===== config.mk =====
export PLATFORM = sky130hd
export DESIGN_NAME = mult_share_arbiter
export DESIGN_NICKNAME = d
export VERILOG_FILES = /design/src/rtl/mult_share_arbiter.sv
export SDC_FILE = /design/constraint.sdc
export NUM_CORES = 1
export LEC_CHECK = 0
export ABC_CLOCK_PERIOD_IN_PS = 4700
export CAP_MARGIN = 20
export CORE_UTILIZATION = 45
export DETAILED_ROUTE_END_ITERATION = 8
export PLACE_DENSITY = 0.91
export REMOVE_ABC_BUFFERS = 1
export SETUP_SLACK_MARGIN = 0.2
export SLEW_MARGIN = 20
export SYNTH_ARGS = -nofsm -noshare
export SYNTH_HDL_FRONTEND = slang
export SYNTH_SLANG_ARGS = --single-unit

===== constraint.sdc =====
create_clock -name clk -period 4.7 [get_ports clk]
set_clock_uncertainty 0.1 [all_clocks]
set_input_delay 0.94 -clock clk [delete_from_list [all_inputs] [get_ports clk]]
set_output_delay 0.94 -clock clk [all_outputs]
set_load 0.02 [all_outputs]

===== src/rtl/mult_share_arbiter.sv =====
// mult_share_arbiter: round-robin sharing of one external WIDTHxWIDTH multiplier among NREQ requesters.
// Ports: clk, rst (async, active-high); req_valid/req_ready/req_a/req_b per-requester request channel
// (operands packed WIDTH bits per requester); resp_valid/resp_ready/resp_id/resp_prod response channel;
// mul_a/mul_b/mul_prod connect to the shared combinational multiplier; err is the sticky self-check flag.
// Define MULT_SELFCHECK_EN to compare mul_prod against mul_a*mul_b at capture; otherwise err is tied to 0.
module mult_share_arbiter #(
  parameter int NREQ = 4,
  parameter int WIDTH = 4,
  parameter int IDW = 2,
  parameter int MUL_LAT = 1
) (
  input  logic                    clk,
  input  logic                    rst,
  input  logic [NREQ-1:0]         req_valid,
  output logic [NREQ-1:0]         req_ready,
  input  logic [NREQ*WIDTH-1:0]   req_a,
  input  logic [NREQ*WIDTH-1:0]   req_b,
  output logic                    resp_valid,
  input  logic                    resp_ready,
  output logic [IDW-1:0]          resp_id,
  output logic [2*WIDTH-1:0]      resp_prod,
  output logic [WIDTH-1:0]        mul_a,
  output logic [WIDTH-1:0]        mul_b,
  input  logic [2*WIDTH-1:0]      mul_prod,
  output logic                    err
);
  localparam int CW = $clog2(MUL_LAT + 1);
  localparam logic [1:0] IDLE = 2'd0, WAIT = 2'd1, RESP = 2'd2;
  localparam logic [IDW-1:0] LAST = IDW'(NREQ - 1);
  logic [1:0] state;
  logic [IDW-1:0] rr_ptr, g, idx;
  logic found;
  logic [CW-1:0] cnt;
  logic capture;
  // walk from rr_ptr upward with wrap; the first active requester wins
  always_comb begin
    g = '0;
    found = 1'b0;
    idx = rr_ptr;
    for (int k = 0; k < NREQ; k++) begin
      if (!found && req_valid[idx]) begin
        g = idx;
        found = 1'b1;
      end
      idx = (idx == LAST) ? '0 : idx + 1'b1;
    end
  end
  assign req_ready = (state == IDLE && found) ? (NREQ'(1) << g) : '0;
  assign capture = (state == WAIT) && (cnt == CW'(1));
  always_ff @(posedge clk or posedge rst) begin
    if (rst) begin
      state <= IDLE;
      rr_ptr <= '0;
      resp_valid <= 1'b0;
      resp_id <= '0;
      resp_prod <= '0;
      mul_a <= '0;
      mul_b <= '0;
      cnt <= '0;
    end else if (state == IDLE) begin
      if (found) begin
        mul_a <= req_a[g*WIDTH +: WIDTH];
        mul_b <= req_b[g*WIDTH +: WIDTH];
        resp_id <= g;
        rr_ptr <= (g == LAST) ? '0 : g + 1'b1;
        cnt <= CW'(MUL_LAT);
        state <= WAIT;
      end
    end else if (state == WAIT) begin
      if (capture) begin
        resp_prod <= mul_prod;
        resp_valid <= 1'b1;
        state <= RESP;
      end else begin
        cnt <= cnt - 1'b1;
      end
    end else if (resp_ready) begin
      resp_valid <= 1'b0;
      state <= IDLE;
    end
  end
`ifdef MULT_SELFCHECK_EN
  logic [2*WIDTH-1:0] ref_prod;
  assign ref_prod = (2*WIDTH)'(mul_a) * (2*WIDTH)'(mul_b);
  always_ff @(posedge clk or posedge rst) begin
    if (rst) err <= 1'b0;
    else if (capture && mul_prod != ref_prod) err <= 1'b1;
  end
`else
  assign err = 1'b0;
`endif
endmodule


==> results.cfg, run 1 <==
[cts]
ctsHoldBuffers = 0
clock_latency_ps = 310
cts_buffers = 3
cts_setup_buffers = 0
cts_sinks = 24
cts_buffer_depth = 2
cts-htree-levels = 1
cts_tree = yes
path_clk_slew_ps = 110
cts-root-buf = clkbuf_4

[min_path]
hold_end = cnt
min_path_cells = 2
hold_class = register to register
hold_start = cnt

[worst_setup_path]
cp_data_required_time_ps = 3660
critPathBufInv = 5
crit_type = input port to output pin
critPathLaunchType = input port
crit_fanout = 8
path_delay_family = buffers and inverters
critPathSlowestCell = or4bb_1
timing.rr.start = rr_ptr[0]
crit_arrival_ps = 3310
cp_cell_sequence = clkdlybuf4s50_1 > buf_4 > or4bb_1 > nand3b_1 > o21bai_1 > nand2_1 > clkinv_1 > buf_4 > nor3_1 > clkdlybuf4s15_1
rr_endpoint = mul_b[2]
crit_top_cell = buf_4
end_kind = output pin
r2r_slack_ps = 1400
worstRegToRegCells = 8
critical_path.max_stage_delay_ps = 490

[sta]
min_period_ps = 4350
fin_setup_tns_ps = 0
hold_viol = 0
drv_slew = 0
clock.fmax_mhz = 230
worst_pin_slew_ps = 864
rsz0062_at_grt = no
slew_headroom_pct = 42.3
worst_slack_ps = 347
fin_crit_sh_pct = 92.6
setup_viol = 0

[die]
io-pin-count = 71
die_area_sq_mm = 0.00376
start_util_pct = 47.0
die_h_um = 61.3
rows = 21
core-area_sq_mm = 0.00336
die_w_um = 61.3

[layout]
diodes = 0
nNetsFinal = 289
post_route_cells_drive_above_1_share_pct = 18.5
postLayoutCoreUtil_pct = 70.8
area_growth_pct = 50.6

[global_route]
grt_first_pass_wirelength_um = 6740
grt_pass1_vias = 1463
overflow = 0
antenna_found_initial = 0
track_usage_pct = 25.2
grt_max_degree = 25

[outcome]
status = finished clean

[logic_synthesis]
synth.top_cells.by_count = dfrtp_1 (24), nand3_1 (23), nand2_1 (12)
synth_cells = 164
ys_warn_count = 0
ys_seq_elements = 24
synth.avg_cell_area_sq_um = 9.64
seq_area_frac_synth_pct = 38.0
yosysUniqueCellTypes = 43
synth_top_area_share_pct = 38.0
synth_edf_count = 0
synthesis.area_sq_mm = 0.00158
synth_most_common_cell = dfrtp_1
synthArstFlopShare_pct = 100
yosys.area.top_type = dfrtp_1
ys_top_cells_by_area = dfrtp_1 (38%), nand3_1 (7.3%), mux2_2 (7.1%)
synth_ff_type = dfrtp_1

[job]
drv_cap = 0

[power]
p_comb_share_pct = 73.0
switching_share_pct = 46.0
p_leak_nw = 0.989
power.internal_uw = 915
vdd_ir_drop_max_uv = 443
p_sw_uw = 779
powerDensity_mw_per_mm2 = 712
pwr-share-clk_pct = 5.1
p_seq_share_pct = 21.9

[place]
routabilityCongestion = 0.802
place_ws_ps = -40.9
place_hpwl_um = 3600
port_buffers = 69

[drt]
vias_per_cell = 5.67
drt_iter0_markers = 74
via_count = 1609
drt_wl_total_um = 4560
ant_nets = 0
wire_per_inst_um = 16.1
first_pass_iters = 4
drc = 0
## power by group through the flow
stage	sequential, mW	combinational [mW]	clock, mW
2_1_floorplan	0.477	0.601	0
3_3_place_gp	0.366	1.19	0
3_5_place_dp	0.372	1.24	0
4_1_cts	0.370	1.23	0.0880
5_1_grt	0.381	1.33	0.0948
6_report	0.371	1.24	0.0861
## final cells by class
type                            instances  area, sq um
Fill cell                             240          982
Multi-Input combinational cell        121          886
Timing Repair Buffer                   84          792
Sequential cell                        24          601
Tap cell                               46         57.6
Clock buffer                            3         22.5
Inverter                                6         22.5
## stage by stage
stage                     power [mW]  cell area [sq um]  cells  hold WS, ps
after floorplan                 1.08               1500    151          343
after global placement          1.55               2370    281          354
after detailed placement        1.61               2370    281          360
after CTS                       1.69               2380    284          388
after global routing            1.80               2380    284          400
final                           1.69               2380    284          390
## worst max path at each step
stage / end / from / cells past startpoint
floorplan: req_ready[2] / rr_ptr[0] / 6
global placement: req_ready[3] / req_valid[3] / 9
detailed placement: req_ready[3] / req_valid[3] / 9
CTS: req_ready[3] / req_valid[3] / 9
global route: req_ready[0] / req_valid[3] / 10
finish: req_ready[0] / req_valid[3] / 10
## worst register-to-register path: stages (launching register included)
cell	delay, ps
dfrtp_1	470
ha_1	340
nor2_2	310
mux4_2	570
o311ai_2	420
buf_4	200
and4b_1	360
a32oi_1	280
nand3_1	130
## metal layers
metal	track usage, %	share of wire [%]	vias up
met5	0	0	-
met4	12.0	1.8	0
met3	4.83	5.3	7
met2	39.9	53	63
met1	33.4	40	772
li1	-	-	767
## registers in the layout, summed over array words and instances, names as in the netlist
signal	cells
resp_prod	8
mul_a	4
mul_b	4
resp_id	2
rr_ptr	2
state	2
cnt	1
resp_valid	1
## cells in the final DEF (no fill, tap or decap), types with 3 or more instances in the layout
master           instances
a32oi_1                  7
mux2_2                  10
nand2_1                 12
nor2_1                   5
clkbuf_4                 3
clkdlybuf4s50_1         65
mux2i_1                  5
buf_4                   15
o21ai_0                 10
nand3_1                 23
nand2b_1                 5
inv_1                    5
or4_1                    3
a21bo_2                  7
dfrtp_1                 24
## kinds of logic after synthesis
kind of cell	share of synthesized area, %
compound gates	20.8
simple gates	19.6
buf+inv	6.64
fa+ha+maj	1.58
flops	38.0
other cells	0.237
mux	13.1
## what timing repair did
action / in CTS / in global routing
setup endpoints to repair: 4 / 3
pin swaps: 0 / 0
hold endpoints to repair: 0 / 0
resized for setup: 4 / 6
Note: power is estimated with default switching activity, not from simulation.
==> inputs of run 2 (changes only) <==
--- a/config.mk
+++ b/config.mk
@@ -9,6 +9,7 @@
 export CAP_MARGIN = 20
 export CORE_UTILIZATION = 45
 export DETAILED_ROUTE_END_ITERATION = 8
+export MAX_ROUTING_LAYER = met4
 export PLACE_DENSITY = 0.91
 export REMOVE_ABC_BUFFERS = 1
 export SETUP_SLACK_MARGIN = 0.2
@@ -16,3 +17,4 @@
 export SYNTH_ARGS = -nofsm -noshare
 export SYNTH_HDL_FRONTEND = slang
 export SYNTH_SLANG_ARGS = --single-unit
+export TNS_END_PERCENT = 1
==> run 2 against run 1 <==
Clock-buffer cell count unchanged. Core utilization increased by 0.41 points. Critical path depth decreased by 3. Total power increased by 0.45%. Maximum frequency increased by 0.54%.
==> results.cfg, run 2 (synthesized netlist as in run 1, its figures left out) <==
[outcome]
status = finished clean

[global_route]
grt_max_degree = 25
grt_pass1_vias = 1456
antenna_found_initial = 0
track_usage_pct = 26.0
grt_first_pass_wirelength_um = 6730
overflow = 0

[die]
start_util_pct = 47.0
core-area_sq_mm = 0.00336
rows = 21
die_w_um = 61.3
io-pin-count = 71
die_h_um = 61.3
die_area_sq_mm = 0.00376

[cts]
ctsHoldBuffers = 0
cts_tree = yes
post_cts_resize_count = 1
cts_buffer_depth = 2
cts-htree-levels = 1
cts_buffers = 3
cts_sinks = 24
path_clk_slew_ps = 110
clock_latency_ps = 320
cts_setup_buffers = 0
cts-root-buf = clkbuf_4

[worst_setup_path]
cp_data_required_time_ps = 3660
worstRegToRegCells = 8
end_kind = output pin
crit_fanout = 6
crit_type = input port to output pin
crit_arrival_ps = 3290
critPathLaunchType = input port
r2r_slack_ps = 1390

[power]
p_sw_uw = 779
p_seq_share_pct = 21.8
vdd_ir_drop_max_uv = 441
p_comb_share_pct = 73.0
power.internal_uw = 923
switching_share_pct = 45.8
finalPower_mw = 1.70
p_leak_nw = 1.03
powerDensity_mw_per_mm2 = 711
pwr-share-clk_pct = 5.2

[place]
routabilityCongestion = 0.814
placedCellCount = 281
placed_cell_area_sq_mm = 0.00237
port_buffers = 69
place_ws_ps = -40.9
place_hpwl_um = 3600

[drt]
drc = 0
ant_nets = 0
drt_wl_total_um = 4550
drt_iter0_markers = 69
vias_per_cell = 5.69
wire_per_inst_um = 16.0
via_count = 1617
first_pass_iters = 4

[sta]
fin_crit_sh_pct = 92.1
rsz0062_at_grt = no
hold_viol = 0
clock.fmax_mhz = 231
worst_pin_slew_ps = 852
worst_slack_ps = 371
setup_viol = 0
slew_headroom_pct = 43.2
drv_slew = 0
min_period_ps = 4330

[layout]
final_common_cell = clkdlybuf4s50_1
area.sequential_sq_um = 601
n_fill_cell = 234
area_growth_pct = 51.4
largest_register_ffs = 8
fin_cells = 284
postLayoutCoreUtil_pct = 71.2
nNetsFinal = 289
multi_input_area_sq_um = 886
diodes = 0
post_route_cells_drive_above_1_share_pct = 18.1
top_regs = resp_prod x8, mul_a x4, mul_b x4
regMostFlops = resp_prod
final_area_sq_mm = 0.00239
layout_common_cells = clkdlybuf4s50_1 (65), dfrtp_1 (24), nand3_1 (23), buf_4 (15), nand2_1 (12)

[job]
drv_cap = 0

[min_path]
min_path_cells = 2
hold_class = register to register
==> run 2: cell types whose count changed in the layout (fill, tap and decap cells not counted) <==
| cell | before | now |
|---|---|---|
| dlymetal6s2s_1 | 0 | 3 |
| clkdlybuf4s15_1 | 1 | 0 |
| clkbuf_2 | 2 | 1 |
| dlygate4sd2_1 | 1 | 0 |
==> run 2: critical path, stage by stage <==
cell and delay, ps:
clkdlybuf4s50_1 490, mux4_2 540, or4_1 510, o31a_1 150
a31oi_1 270, and2_1 160, dlymetal6s2s_1 230
==> run 2: path summary, 6_finish.rpt <==
check,to,from
max in group asynchronous,resp_valid,rst
setup reg to reg,mul_b[2],rr_ptr[0]
hold / removal,cnt,cnt
hold reg to reg,cnt,cnt
min in group asynchronous,mul_b[2],rst
setup / recovery,req_ready[2],req_valid[3]
==> run 2: metrics by stage <==
step | TNS (ps) | hold WS, ps
global placement | 0 | 354
global route | 0 | 400
detailed placement | -40.9 | 360
finish | 0 | 389
floorplan | 0 | 343
CTS | 0 | 388
==> run 2: routing by layer <==
| metal | global-route usage, % | share of wire [%] |
|---|---|---|
| met1 | 34.6 | 42 |
| met2 | 39.8 | 52 |
| met3 | 3.15 | 4.4 |
| met4 | 12.0 | 1.8 |
| met5 | - | 0 |
==> run 2: area by class of cell <==
type,instances,share of cell area [%]
Multi-Input combinational cell,121,37.0
Clock buffer,3,0.940
Tap cell,46,2.40
Inverter,6,0.940
Sequential cell,24,25.1
Timing Repair Buffer,84,33.6
==> run 2: power by group through the flow <==
stage	logic (mW)	clock network (mW)	registers, mW
2_1_floorplan	0.601	0	0.477
3_3_place_gp	1.19	0	0.366
3_5_place_dp	1.24	0	0.372
4_1_cts	1.24	0.0880	0.370
5_1_grt	1.33	0.0948	0.381
6_report	1.24	0.0881	0.372
==> RTL edit: new RTL, config.mk and constraints of run 1 <==
`MUL_LAT`: 1 -> 2.
--- a/src/rtl/mult_share_arbiter.sv
+++ b/src/rtl/mult_share_arbiter.sv
@@ -7,7 +7,7 @@
   parameter int NREQ = 4,
   parameter int WIDTH = 4,
   parameter int IDW = 2,
-  parameter int MUL_LAT = 1
+  parameter int MUL_LAT = 2
 ) (
   input  logic                    clk,
   input  logic                    rst,
Function: changed (a bounded check fails within 4 cycles, from zero or initial values and one cycle with rst high).
==> RTL edit against run 1 <==
Routed wire length is 12% lower; worst setup slack better by 54 ps; register-to-register slack better by 320 ps; power is 1.8% lower; critical path type unchanged; largest cell class unchanged; synthesized area is 3.8% higher; sequential power is 9.2% higher; highest routed layer unchanged; worst hold slack better by 1.8 ps; sequential cell count is 1 higher; first-iteration DRC count is 45% lower; cell area is 2.1% higher; maximum frequency is 1.2% higher; utilization is 0.38 points higher.
==> RTL edit: results (changes against run 1) <==
[outcome]
outcome = finished clean

[logic_synthesis]
synth_fa_ha_area_frac = 0.02287  ; +0.007043
ys_top_cells_by_area = dfrtp_1, mux2_2, mux2i_1, o221a_1, nand3_1
seq_area_frac_synth = 0.3811  ; +0.001351
ys_types = 45  ; +4.7%
synth_compound_area_frac = 0.1479  ; -0.06020
synthMuxAreaShare = 0.2157  ; +0.08437

[worst_setup_path]
rrSetupSlack_ps = 1720  ; +320 ps
crit_start = req_valid[0]
critPathSlowestCell = clkdlybuf4s50_1
r2r_end = mul_b[3]$_DFFE_PP0P_

[placed_design]
dpl_cell_area_um2 = 2374  ; +0.26%
hpwl_mm = 2.966  ; -18%
place_ws_ps = 190.7  ; +231.6 ps

[power_and_ir_drop]
ir_worst_vdd_uv = 459.1  ; +3.6%
powerSeq_w = 0.000405  ; +9.2%
intPower_w = 0.0009543  ; +4.2%

[routing]
initialDrtViolationCount = 41  ; -45%
vias = 1516  ; -5.8%

[layout]
buf_share = 0.3196  ; -0.01302
multi_input_area_share = 0.3778  ; +0.005722
instances_no_fill = 272  ; -4.2%
fin_util = 0.7117  ; +0.003761

[timing]
setup_slack_ps = 401.0  ; +53.60 ps
whs_ps = 391.8  ; +1.802 ps

[grt]
grt_use_total = 0.2085  ; -0.04348
grt_first_pass_wirelength_mm = 6.548  ; -2.9%

-- RTL edit: cell types whose count changed in the layout (fill, tap and decap cells not counted), sizes merged, moves of 7 or more --
| cell | delta |
|---|---|
| a32oi | -7 |
| mux2 | +7 |
| mux2i | +9 |
| nand3 | -13 |
| a21bo | -7 |
| o221a | +9 |
-- RTL edit: what timing repair did --
action / in CTS / in global routing
setup endpoints to repair: 1 / 3
buffers inserted: 0 / 0
resized for setup: 1 / 4
hold endpoints to repair: 0 / 0
-- RTL edit: metal layers --
layer	up-vias	part of all wire	GRT usage	wire length [µm]
met5	-	0	0	0
met4	0	0.014	0.02907	56
met3	6	0.066	0.04562	264
met2	78	0.50	0.3668	2015
met1	706	0.42	0.2664	1659
li1	726	-	-	-
-- RTL edit: logic make-up after synthesis --
group,Yosys count
AO/OA/AOI/OAI,31
flip-flops,25
multiplexers,32
AND/OR/NAND/NOR,45
other,1
buffers and inverters,17
adder cells (fa/ha/maj),3
